[src/rtl/ex_result_skid_buffer.sv]
// ex_result_skid_buffer: two-entry EX->MEM skid buffer carrying ALU result, flags and rd tag,
// with a forwarding tap on the head entry.
module ex_result_skid_buffer #(
    parameter int DATA_W = 32,
    parameter int FLAG_W = 4,
    parameter int RD_W   = 5
) (
    input  logic              clk,
    input  logic              rst_n,
    input  logic              flush,
    input  logic              in_valid,
    output logic              in_ready,
    input  logic [DATA_W-1:0] in_result,
    input  logic [FLAG_W-1:0] in_flags,
    input  logic [RD_W-1:0]   in_rd,
    input  logic              in_wen,
    output logic              out_valid,
    input  logic              out_ready,
    output logic [DATA_W-1:0] out_result,
    output logic [FLAG_W-1:0] out_flags,
    output logic [RD_W-1:0]   out_rd,
    output logic              out_wen,
    output logic              fwd_valid,
    output logic [1:0]        occupancy
);
    localparam int PW = DATA_W + FLAG_W + RD_W + 1;

    typedef enum logic [1:0] {EMPTY, ONE, FULL} state_t;

    state_t          state_q;
    logic [PW-1:0]   head_q, skid_q;
    logic            in_ready_q, out_valid_q, fwd_valid_q;
    logic [1:0]      occ_q;
    logic            in_xfer, out_xfer;
    logic [PW-1:0]   in_payload_d;

    // wen is sanitised on entry so x0 is never written back or forwarded
    assign in_payload_d = {in_result, in_flags, in_rd, in_wen & (in_rd != '0)};
    assign in_xfer      = in_valid & in_ready_q;
    assign out_xfer     = out_valid_q & out_ready;

    always_ff @(posedge clk or negedge rst_n) begin
        if (!rst_n) begin
            state_q     <= EMPTY;
            head_q      <= '0;
            skid_q      <= '0;
            in_ready_q  <= 1'b1;
            out_valid_q <= 1'b0;
            fwd_valid_q <= 1'b0;
            occ_q       <= 2'd0;
        end else if (flush) begin
            state_q     <= EMPTY;
            in_ready_q  <= 1'b1;
            out_valid_q <= 1'b0;
            fwd_valid_q <= 1'b0;
            occ_q       <= 2'd0;
        end else begin
            case (state_q)
                EMPTY: if (in_xfer) begin
                    state_q     <= ONE;
                    head_q      <= in_payload_d;
                    out_valid_q <= 1'b1;
                    fwd_valid_q <= in_payload_d[0];
                    occ_q       <= 2'd1;
                end
                ONE: if (in_xfer && out_xfer) begin
                    head_q      <= in_payload_d;
                    fwd_valid_q <= in_payload_d[0];
                end else if (in_xfer) begin
                    state_q     <= FULL;
                    skid_q      <= in_payload_d;
                    in_ready_q  <= 1'b0;
                    occ_q       <= 2'd2;
                end else if (out_xfer) begin
                    state_q     <= EMPTY;
                    out_valid_q <= 1'b0;
                    fwd_valid_q <= 1'b0;
                    occ_q       <= 2'd0;
                end
                FULL: if (out_xfer) begin
                    state_q     <= ONE;
                    head_q      <= skid_q;
                    in_ready_q  <= 1'b1;
                    fwd_valid_q <= skid_q[0];
                    occ_q       <= 2'd1;
                end
                default: begin
                    state_q     <= EMPTY;
                    in_ready_q  <= 1'b1;
                    out_valid_q <= 1'b0;
                    fwd_valid_q <= 1'b0;
                    occ_q       <= 2'd0;
                end
            endcase
        end
    end

    assign in_ready   = in_ready_q;
    assign out_valid  = out_valid_q;
    assign fwd_valid  = fwd_valid_q;
    assign occupancy  = occ_q;
    assign out_result = head_q[PW-1 -: DATA_W];
    assign out_flags  = head_q[RD_W+1 +: FLAG_W];
    assign out_rd     = head_q[1 +: RD_W];
    assign out_wen    = head_q[0];
endmodule

[config.mk]
export PLATFORM = sky130hd
export DESIGN_NAME = ex_result_skid_buffer
export DESIGN_NICKNAME = d
export VERILOG_FILES = /design/src/rtl/ex_result_skid_buffer.sv
export SDC_FILE = /design/constraint.sdc
export NUM_CORES = 1
export LEC_CHECK = 0
export ABC_AREA = 1
export BUFFER_PORTS_ARGS = -buffer_cell sky130_fd_sc_hd__buf_2
export CAP_MARGIN = 20
export CORE_ASPECT_RATIO = 2
export CORE_MARGIN = 5
export CORE_UTILIZATION = 54
export CTS_CLUSTER_DIAMETER = 40
export DETAILED_ROUTE_END_ITERATION = 10
export GPL_TIMING_DRIVEN = 0
export HOLD_SLACK_MARGIN = 0.05
export PLACE_DENSITY = 0.78
export SYNTH_ARGS = -nofsm -noshare
export SYNTH_HDL_FRONTEND = slang
export SYNTH_SLANG_ARGS = --single-unit
[constraint.sdc]
create_clock -name clk -period 1.9 [get_ports clk]
set_input_delay 0.19 -clock clk [delete_from_list [all_inputs] [get_ports clk]]
set_output_delay 0.19 -clock clk [all_outputs]
set_load 0.01 [all_outputs]
==> flow_summary.toml <==
[cells_and_area]
fillers = 636
synthToLayoutAreaGrowth_pct = 22.5
multi_input_area_um2 = 1530
fin_area_um2 = 5010
seq_area_um2 = 2230
stdcell_count = 720
n_antenna_cell = 0
final_layout_size_suffix_gt1_share_pct = 23.6
fin_nets = 669

[yosys]
synth_area_per_cell_um2 = 7.92
syn_inst = 516
ys_seq_area_share_pct = 54.5
synthXorXnorAreaFrac_pct = 0
yosys.area_share.simple_pct = 28.0
yosys_warnings = 0
synth_top_family_by_area = "simple AND/OR/NAND/NOR gates"
synth_area_um2 = 4090
synth_fp_nets = 563
ys_seq_elements = 89
synth.area.mux_share_pct = 0
yosysUniqueCellTypes = 20
synthAdderAreaFrac_pct = 0
synth-compound-area-share_pct = 9.40

[timing]
fin_crit_sh_pct = 86.9
worst_slew_pin_slew_ns = 0.539
slew-limit-headroom_pct = 64.1
fmax_mhz = 606
fin_skew_ns = 0.00689
period_minus_slack_ns = 1.65
fin_ws_ns = 0.250
finalSetupViolCount = 0
final_hold_viol_count = 0
rsz0062_at_grt = "no"
finalMaxSlewViolations = 0
fin_hold_ws_ns = 0.104

[drt]
drt_iter0_drc = 232
totalWireLength_mm = 9.75
first_pass_iters = 5
route.detailed.drc = 0
viasPerCell = 5.01
num_vias = 3607
ant_nets = 0
post_drt_wl_per_cell_um = 13.5

[power]
combPwrFrac_pct = 31.4
p_leak_nw = 2.87
clkPwrFrac_pct = 23.9
p_sw_share_pct = 34.8
power_switching_mw = 2.58
power_density_nw_per_um2 = 1480
p_int_mw = 4.84
share_seq_of_total_power_pct = 44.7
ir_worst_vdd_mv = 0.896

[place]
port_buffers = 93
placed_area_um2 = 4700
post-place-ws_ns = 0.259
dp_hpwl_mm = 6.90
gp_congestion = 0.815
dp.cells = 704

[grt]
antenna_found_initial = 0
grt_use_total_pct = 21.7
overflow = 0
grt_start_max_net_pins = 62
grt_pass1_vias = 3498
grt_pass1_wl_mm = 16.4

[cts]
cts_root_buf = "clkbuf_16"
clock_sinks = 89
cts.clk_slew.worst_paths_ns = 0.06
ctsResizeCount = 0
clockBufferDepth = 2
htreeDepth = 3
cts_tree = "built"
cts_made_buffers = 9
clock_latency_ns = 0.34

[floorplan]
die_area_um2 = 9510
initial_utilization_pct = 54.6
rows = 45
pin_count = 94
chipHeight_um = 133
die_w_um = 71.5
coreArea_um2 = 7490

[critical_path]
crit_type = "reg -> reg"
path_max_fanout = 10
startpoint_type = "register"
cp.required_ns = 2.12
crit_arrival_ns = 1.87
cp-end-kind = "register"

[status]
status = "completed"

[flow_run]
cap_violations = 0

[hold_path]
hold_class = "in -> reg"
==> placed cells by master, fill, tap and decap left out, types with 5 or more instances in the layout <==
cell type and count:
clkbuf_16 9, clkbuf_1 5, buf_6 9, nor2_1 11
inv_2 6, o21ai_2 5, inv_1 34, o21ai_0 41
o21ai_1 25, nand3_1 13, dfrtp_1 88, nand2_1 257
buf_2 105
==> cell families after synthesis <==
| family | Yosys count |
|---|---|
| simple gates | 288 |
| compound gates | 73 |
| flops | 89 |
| buf+inv | 66 |
==> through the flow <==
stage	total power [mW]	utilization [%]	TNS (ns)
after floorplan	4.71	-	0
after detailed placement	5.68	62.8	0
final	7.42	66.9	0
after global routing	7.96	66.9	0
after CTS	7.48	66.9	0
after global placement	5.57	62.4	-16.97
==> state kept, by name, summed over array words and instances (netlist names) <==
signal,count
fwd_valid,1
in_ready,1
skid_q,42
head_q,42
occupancy,2
out_valid,1
==> path summary, 6_finish.rpt <==
| path | startpoint | endpoint | slack, ns | depth (start not counted) |
|---|---|---|---|---|
| min in group asynchronous | rst_n | head_q[19] | 0.33 | 2 |
| setup / recovery | in_ready | head_q[31] | 0.25 | 6 |
| setup reg to reg | in_ready | head_q[31] | 0.25 | 6 |
| max in group asynchronous | rst_n | head_q[38] | 0.94 | 3 |
| hold reg to reg | head_q[17] | head_q[17] | 0.47 | 2 |
| hold / removal | in_result[21] | skid_q[31] | 0.10 | 3 |
==> final cells by class <==
cell class / instances / area share (%)
sequential: 89 / 44.5
multi-input combinational: 361 / 30.5
timing repair buffer: 95 / 10.1
clock buffer: 12 / 5.12
buffer: 26 / 3.62
inverter: 40 / 3.00
tap: 94 / 2.35
clock inverter: 3 / 0.800
==> synth_stat cells (all sizes together) <==
library cell / count / area [um^2]
dfstp: 1 / 26.3
inv: 40 / 150
clkbuf: 4 / 15.0
buf: 22 / 166
nand4: 1 / 6.26
a21oi: 2 / 10.0
nand2: 260 / 988
nand3: 14 / 75.1
dfrtp: 88 / 2200
nor2: 13 / 72.6
o21ai: 71 / 374
==> metal layers <==
layer  track usage, %  part of all wire (%)  wire, um  up-vias
met2             34.5                    50      4880      109
met5                0                     0         0        -
met1             28.5                    41      4040     1677
met3             6.01                   6.5       635       13
li1                 -                     -         -     1808
met4             7.01                   1.9       190        0
==> power by group through the flow <==
| stage | registers [mW] | logic (mW) | clock network, mW |
|---|---|---|---|
| after floorplan | 3.50 | 1.21 | 0 |
| after global placement | 3.28 | 2.29 | 0 |
| after detailed placement | 3.31 | 2.37 | 0 |
| after CTS | 3.31 | 2.38 | 1.80 |
| after global routing | 3.43 | 2.65 | 1.88 |
| final | 3.31 | 2.33 | 1.77 |
==> timing repair <==
| item | 4_1_cts | 5_1_grt |
|---|---|---|
| setup buffers | 0 | 0 |
| hold buffers | 1 | 0 |
| endpoints found under the hold margin | 27 | 0 |
==> critical path: stages, from the launching register on <==
cell and delay (ns):
dfstp_2 0.57, nand2_2 0.10, o21ai_2 0.19, nand3_1 0.25
buf_2 0.29, nand2_1 0.09, nand2_1 0.05
(Power assumes the default switching activity.)
